File: src/rtl/mem_arbiter_pkg.sv
// Shared types for the memory arbiter: access width encoding, FSM state codes
// and byte-lane helpers used by the arbiter and the lane aligner.
package mem_arbiter_pkg;

  typedef enum logic [1:0] {
    MEM_BYTE = 2'd0,
    MEM_HALF = 2'd1,
    MEM_WORD = 2'd2
  } memory_mask_t;

  typedef logic [1:0] arb_state_t;

  localparam arb_state_t ST_IDLE    = 2'd0;
  localparam arb_state_t ST_IF_WAIT = 2'd1;
  localparam arb_state_t ST_D_WAIT  = 2'd2;
  localparam arb_state_t ST_RESP    = 2'd3;

  function automatic logic [3:0] lane_be(input memory_mask_t mask, input logic [1:0] off);
    case (mask)
      MEM_BYTE: return 4'b0001 << off;
      MEM_HALF: return 4'b0011 << off;
      default:  return 4'b1111;
    endcase
  endfunction

  function automatic logic lane_misaligned(input memory_mask_t mask, input logic [1:0] off);
    case (mask)
      MEM_HALF: return off[0];
      MEM_WORD: return off != 2'b00;
      default:  return 1'b0;
    endcase
  endfunction

  function automatic logic [31:0] word_addr(input logic [31:0] addr);
    return addr & 32'hFFFF_FFFC;
  endfunction

endpackage

File: src/rtl/mem_arbiter_lane_align.sv
// Combinational byte-lane aligner: store byte enables and lane replication,
// load lane extraction with optional sign extension, and alignment check.
module mem_lane_align
  import mem_arbiter_pkg::*;
(
  input  memory_mask_t mask,
  input  logic [1:0]   addr_lo,
  input  logic [31:0]  wdata,
  input  logic [31:0]  rdata,
  input  logic         sign_ext,
  output logic [3:0]   be,
  output logic [31:0]  wdata_lanes,
  output logic [31:0]  rdata_ext,
  output logic         misaligned
);

  logic [7:0]  byte_lane;
  logic [15:0] half_lane;

  assign byte_lane = rdata[{addr_lo, 3'b000} +: 8];
  assign half_lane = rdata[{addr_lo[1], 4'b0000} +: 16];

  always_comb begin
    be          = lane_be(mask, addr_lo);
    misaligned  = lane_misaligned(mask, addr_lo);
    wdata_lanes = wdata;
    rdata_ext   = rdata;
    case (mask)
      MEM_BYTE: begin
        wdata_lanes = {4{wdata[7:0]}};
        rdata_ext   = {{24{sign_ext & byte_lane[7]}}, byte_lane};
      end
      MEM_HALF: begin
        wdata_lanes = {2{wdata[15:0]}};
        rdata_ext   = {{16{sign_ext & half_lane[15]}}, half_lane};
      end
      default: ;
    endcase
  end

endmodule

File: src/rtl/mem_arbiter.sv
// Shares one variable-latency memory between fetch and load/store; data wins
// except when fetch has waited out MAX_DATA_STREAK data grants.
module mem_arbiter
  import mem_arbiter_pkg::*;
#(
  parameter int MAX_DATA_STREAK = 4
) (
  input  logic         clk,
  input  logic         rst,
  input  logic         halt,
  input  logic         if_req,
  input  logic [31:0]  if_addr,
  output logic [31:0]  if_rdata,
  output logic         if_ack,
  input  logic         d_req,
  input  logic         d_we,
  input  logic [31:0]  d_addr,
  input  logic [31:0]  d_wdata,
  input  memory_mask_t d_mask,
  input  logic         d_sign_ext,
  output logic [31:0]  d_rdata,
  output logic         d_ack,
  output logic         d_err,
  output logic         mem_req,
  output logic         mem_we,
  output logic [31:0]  mem_addr,
  output logic [31:0]  mem_wdata,
  output logic [3:0]   mem_be,
  input  logic [31:0]  mem_rdata,
  input  logic         mem_ack,
  output logic         idle
);

  localparam int SW = $clog2(MAX_DATA_STREAK + 1);
  localparam logic [SW-1:0] STREAK_MAX = SW'(MAX_DATA_STREAK);

  arb_state_t    state;
  logic [SW-1:0] streak;
  logic          grant_d;
  logic          grant_f;
  logic [3:0]    be;
  logic [31:0]   wdata_lanes;
  logic [31:0]   rdata_ext;
  logic          misaligned;

  // The requester holds mask/addr until its ack, so the live fields are valid
  // both at grant time and when the read word comes back.
  mem_lane_align u_align (
    .mask        (d_mask),
    .addr_lo     (d_addr[1:0]),
    .wdata       (d_wdata),
    .rdata       (mem_rdata),
    .sign_ext    (d_sign_ext),
    .be          (be),
    .wdata_lanes (wdata_lanes),
    .rdata_ext   (rdata_ext),
    .misaligned  (misaligned)
  );

  always_comb begin
    grant_d = 1'b0;
    grant_f = 1'b0;
    if (state == ST_IDLE && !halt) begin
      if (d_req && !(if_req && streak == STREAK_MAX)) grant_d = 1'b1;
      else if (if_req)                                grant_f = 1'b1;
    end
  end

  assign idle = (state == ST_IDLE);

  always_ff @(posedge clk) begin
    if (rst) begin
      state     <= ST_IDLE;
      streak    <= '0;
      if_ack    <= 1'b0;
      d_ack     <= 1'b0;
      d_err     <= 1'b0;
      mem_req   <= 1'b0;
      mem_we    <= 1'b0;
      mem_addr  <= '0;
      mem_wdata <= '0;
      mem_be    <= '0;
      if_rdata  <= '0;
      d_rdata   <= '0;
    end else begin
      if_ack <= 1'b0;
      d_ack  <= 1'b0;
      d_err  <= 1'b0;
      if (!if_req) streak <= '0;
      case (state)
        ST_IDLE: begin
          if (grant_d) begin
            if (if_req && streak != STREAK_MAX) streak <= streak + SW'(1);
            if (misaligned) begin
              d_ack <= 1'b1;
              d_err <= 1'b1;
              state <= ST_RESP;
            end else begin
              mem_req   <= 1'b1;
              mem_we    <= d_we;
              mem_addr  <= word_addr(d_addr);
              mem_wdata <= wdata_lanes;
              mem_be    <= be;
              state     <= ST_D_WAIT;
            end
          end else if (grant_f) begin
            streak    <= '0;
            mem_req   <= 1'b1;
            mem_we    <= 1'b0;
            mem_addr  <= word_addr(if_addr);
            mem_wdata <= '0;
            mem_be    <= 4'b1111;
            state     <= ST_IF_WAIT;
          end
        end
        ST_IF_WAIT: begin
          if (mem_ack) begin
            mem_req  <= 1'b0;
            if_rdata <= mem_rdata;
            if_ack   <= 1'b1;
            state    <= ST_RESP;
          end
        end
        ST_D_WAIT: begin
          if (mem_ack) begin
            mem_req <= 1'b0;
            d_rdata <= rdata_ext;
            d_ack   <= 1'b1;
            state   <= ST_RESP;
          end
        end
        default: state <= ST_IDLE;
      endcase
    end
  end

endmodule

File: config.mk
export PLATFORM = sky130hd
export DESIGN_NAME = mem_arbiter
export DESIGN_NICKNAME = d
export VERILOG_FILES = /design/src/rtl/mem_arbiter_pkg.sv /design/src/rtl/mem_arbiter_lane_align.sv /design/src/rtl/mem_arbiter.sv
export SDC_FILE = /design/constraint.sdc
export NUM_CORES = 1
export LEC_CHECK = 0
export CAP_MARGIN = 0
export CELL_PAD_IN_SITES_DETAIL_PLACEMENT = 1
export CELL_PAD_IN_SITES_GLOBAL_PLACEMENT = 2
export CORE_ASPECT_RATIO = 1.5
export CORE_MARGIN = 3
export CORE_UTILIZATION = 26
export DETAILED_ROUTE_END_ITERATION = 16
export MAX_ROUTING_LAYER = met4
export PLACE_DENSITY_LB_ADDON = 0.1
export SKIP_CTS_REPAIR_TIMING = 1
export SLEW_MARGIN = 40
export SYNTH_ARGS = -nofsm -noshare
export SYNTH_HDL_FRONTEND = slang
export SYNTH_SLANG_ARGS = --single-unit
export TNS_END_PERCENT = 50
File: constraint.sdc
create_clock -name clk -period 4.65 [get_ports clk]
set_input_delay 1.395 -clock clk [delete_from_list [all_inputs] [get_ports clk]]
set_output_delay 1.395 -clock clk [all_outputs]
set_load 0.01 [all_outputs]
==> metrics.txt <==
status completed; largest family of logic cells by synthesized area compound AO/OA/AOI/OAI gates; ys async rst share 0%; leakage power 3.91 nW; vias post-DR 6,688; 1st-iter DRT viols 306; Slew @ Worst Pin 0.841 ns; RR Startpoint state[0]; Area contributors post-synth dfxtp_1, mux2i_1, a21oi_1, nand2_1, o21ai_0; EDFF count, synth 0; most numerous cell in the Yosys netlist dfxtp_1; area leader, netlist dfxtp_1; Core Footprint 0.0252 sq mm; part of the cycle the worst path needs 73.1%; Distinct cells, synth 51; Placer Congestion 0.824; Total GRT Usage 19.9%; Setup CP Type in2reg; Buffers on Ports 271; CTS tree built; Total Power 4.24 mW; CP startpoint d_mask[1]; Placed Cells 1,324; largest net degree at the start of global routing 57; Initial Util 26.7%; DR DRC count 0; grt ovf 0; Seq/Total Area, Yosys 41.7%; mux cell area share after synthesis 10.6%; Final Skew 0.00736 ns; cell count after synthesis 776; family with the most delay on the worst path buffers and inverters; fraction of layout instances using a drive strength above 1 7.40%; Buf/Inv on CP 3; aggregate routed wire length 27,200 microns; final-stage net count 1,162; Arrival @ worst endpoint 3.70 ns; Sw Ratio 31.4%; WP data required 4.95 ns; post-synth top area share 41.7%; post-route ant nets 0; Final HPWL DP 19,800 microns; vias in the first global route 7,007; Slew HR 43.9%; stages on the worst setup path 8; Adder-Cell Fraction of Synth Area 1.67%; Synth Area in Compound Gates 23.9%; Die ar. 0.0279 sq mm; Cell Pwr Density 413 mW/mm^2; sw power 1.33 mW; max-slew violation count 0; Sum Neg Setup Slack 0 ns; Syn Area/Cell 8.67 sq um; Register-to-Register Path Depth 6; Seq cells post-synth 140; Chip Height 203 microns; Pint 2.91 mW; IO Pins 276; Worst path max stage delay 0.48 ns; reg2reg end mem_wdata[3]; Worst-Skew Late Latency 0.42 ns; Warnings, synthesis 0; clk buf depth 2; row cnt 71; FMAX 294 MHz; number of antenna violations at the first check in global routing 1; Top FF cell, synth dfxtp_1; CTS root buf clkbuf_16; Tmin final 3.40 ns; Max-Cap Viols 0; R2R Setup Slk 2.21 ns; Final setup viols 0; Flop pwr share 34.4%; VDD IR-drop max 0.000261 V; CTS sink cnt 140; DRT Pass-1 Iters 6; simple-gate share of the synthesized area 16.2%; Post-Layout Cell Count 1,356; CP cell instances clkdlybuf4s50_1 > inv_1 > ha_1 > o211a_4 > or2_1 > buf_12 > o41ai_2 > a21oi_1; CP endpoint kind flip-flop; Util after Layout 40.7%; Worst-path clk slew 0.06 ns; element type at the critical path start input port; HP Class reg2reg; post-synthesis xor/xnor area fraction 0%; Syn-to-layout area delta 52.7%; RSZ-0062 raised after global routing no; slowest stage cell, crit path clkdlybuf4s50_1; Num CTS Buffers 17; routed len/inst 20.1 microns; CP Max Fanout 27; Comb pwr share 32.2%; Clock power frac 33.4%; DIE WIDTH 137 microns; crit path to mem_be[0]; via/cell ratio 4.93; Final Hold Fails 0; Mapped Area 0.00673 sq mm; Synth top cells by count dfxtp_1, nand2_1, a21oi_1; CTS HTree Levels 4; first-pass GRT wire length 41,200 microns
-- tightest hold or removal path: cells and delay by family, from the launching register on --
family / cells / cell delay, ns
flip-flops: 1 / 0.30
AND/OR/NAND/NOR: 1 / 0.05
AO/OA/AOI/OAI: 1 / 0.05
-- state kept, by name, summed over array words and instances (netlist names), 2 cells and up --
name       cells
d_rdata       32
if_rdata      32
mem_wdata     32
mem_addr      30
mem_be         4
streak         3
state          2
-- cells by family after synthesis --
group	count (synthesis)
AOI/OAI and AO/OA	251
and+or+nand+nor	223
DFF	140
buffers and inverters	83
muxes	69
adders and majority gates	9
other	1
-- stage by stage --
step / setup WS (ns) / hold WS (ns) / cell area [sq um]
5_1_grt: 1.11 / 0.479 / 10300
3_3_place_gp: 0.791 / 0.437 / 9670
4_1_cts: 1.25 / 0.457 / 10300
2_1_floorplan: 1.30 / 0.465 / 6730
3_5_place_dp: 0.785 / 0.448 / 9670
6_report: 1.25 / 0.453 / 10300
-- cell usage in the layout, fill, tap and decap left out, types with 4 or more instances in the layout --
master / Yosys / routed
clkdlybuf4s50_1: 0 / 270
dfxtp_1: 140 / 140
nand2_1: 97 / 97
a21oi_1: 82 / 82
o21ai_0: 67 / 67
mux2i_1: 50 / 50
nand3_1: 44 / 44
nor2b_1: 41 / 41
o211ai_1: 32 / 32
a22o_1: 25 / 25
buf_4: 8 / 18
clkbuf_16: 0 / 17
mux2_2: 15 / 15
inv_1: 12 / 12
nor3_1: 11 / 11
a22oi_1: 10 / 10
ha_1: 9 / 9
o2bb2ai_1: 8 / 8
nor2_1: 9 / 8
nand2b_1: 5 / 5
and2_1: 4 / 4
a31oi_1: 4 / 4
mux2_1: 4 / 4
clkbuf_1: 36 / 4
-- layer usage --
metal / share of wire (%) / track usage [%]
met5: 0 / -
met3: 6.9 / 5.13
met2: 50 / 33.5
met1: 40 / 22.6
met4: 2.6 / 7.28
-- how the worst min path moves through the flow --
stage	slack (ns)	depth (start not counted)	to	start
2_1_floorplan	0.46	2	streak[1]	streak[1]
3_3_place_gp	0.44	2	mem_be[0]	mem_be[0]
3_5_place_dp	0.45	2	if_rdata[26]	if_rdata[26]
4_1_cts	0.46	2	if_rdata[26]	if_rdata[26]
5_1_grt	0.48	2	mem_be[0]	mem_be[0]
6_report	0.45	2	if_rdata[25]	if_rdata[25]
-- power groups by stage --
stage / combinational [mW] / sequential [mW] / clock (mW)
floorplan: 0.633 / 1.55 / 0
global route: 1.49 / 1.48 / 1.52
finish: 1.36 / 1.46 / 1.42
global placement: 1.38 / 1.48 / 0
CTS: 1.39 / 1.46 / 1.46
detailed placement: 1.39 / 1.48 / 0
-- layout make-up --
cell class	instances	area [sq um]
Clock inverter	7	113
Antenna cell	1	2.50
Sequential cell	140	2800
Clock buffer	24	482
Tap cell	328	410
Fill cell	2919	15000
Timing Repair Buffer	290	2880
Inverter	12	45.0
Multi-Input combinational cell	554	3530
No activity file was read; power rests on OpenSTA's default activity.
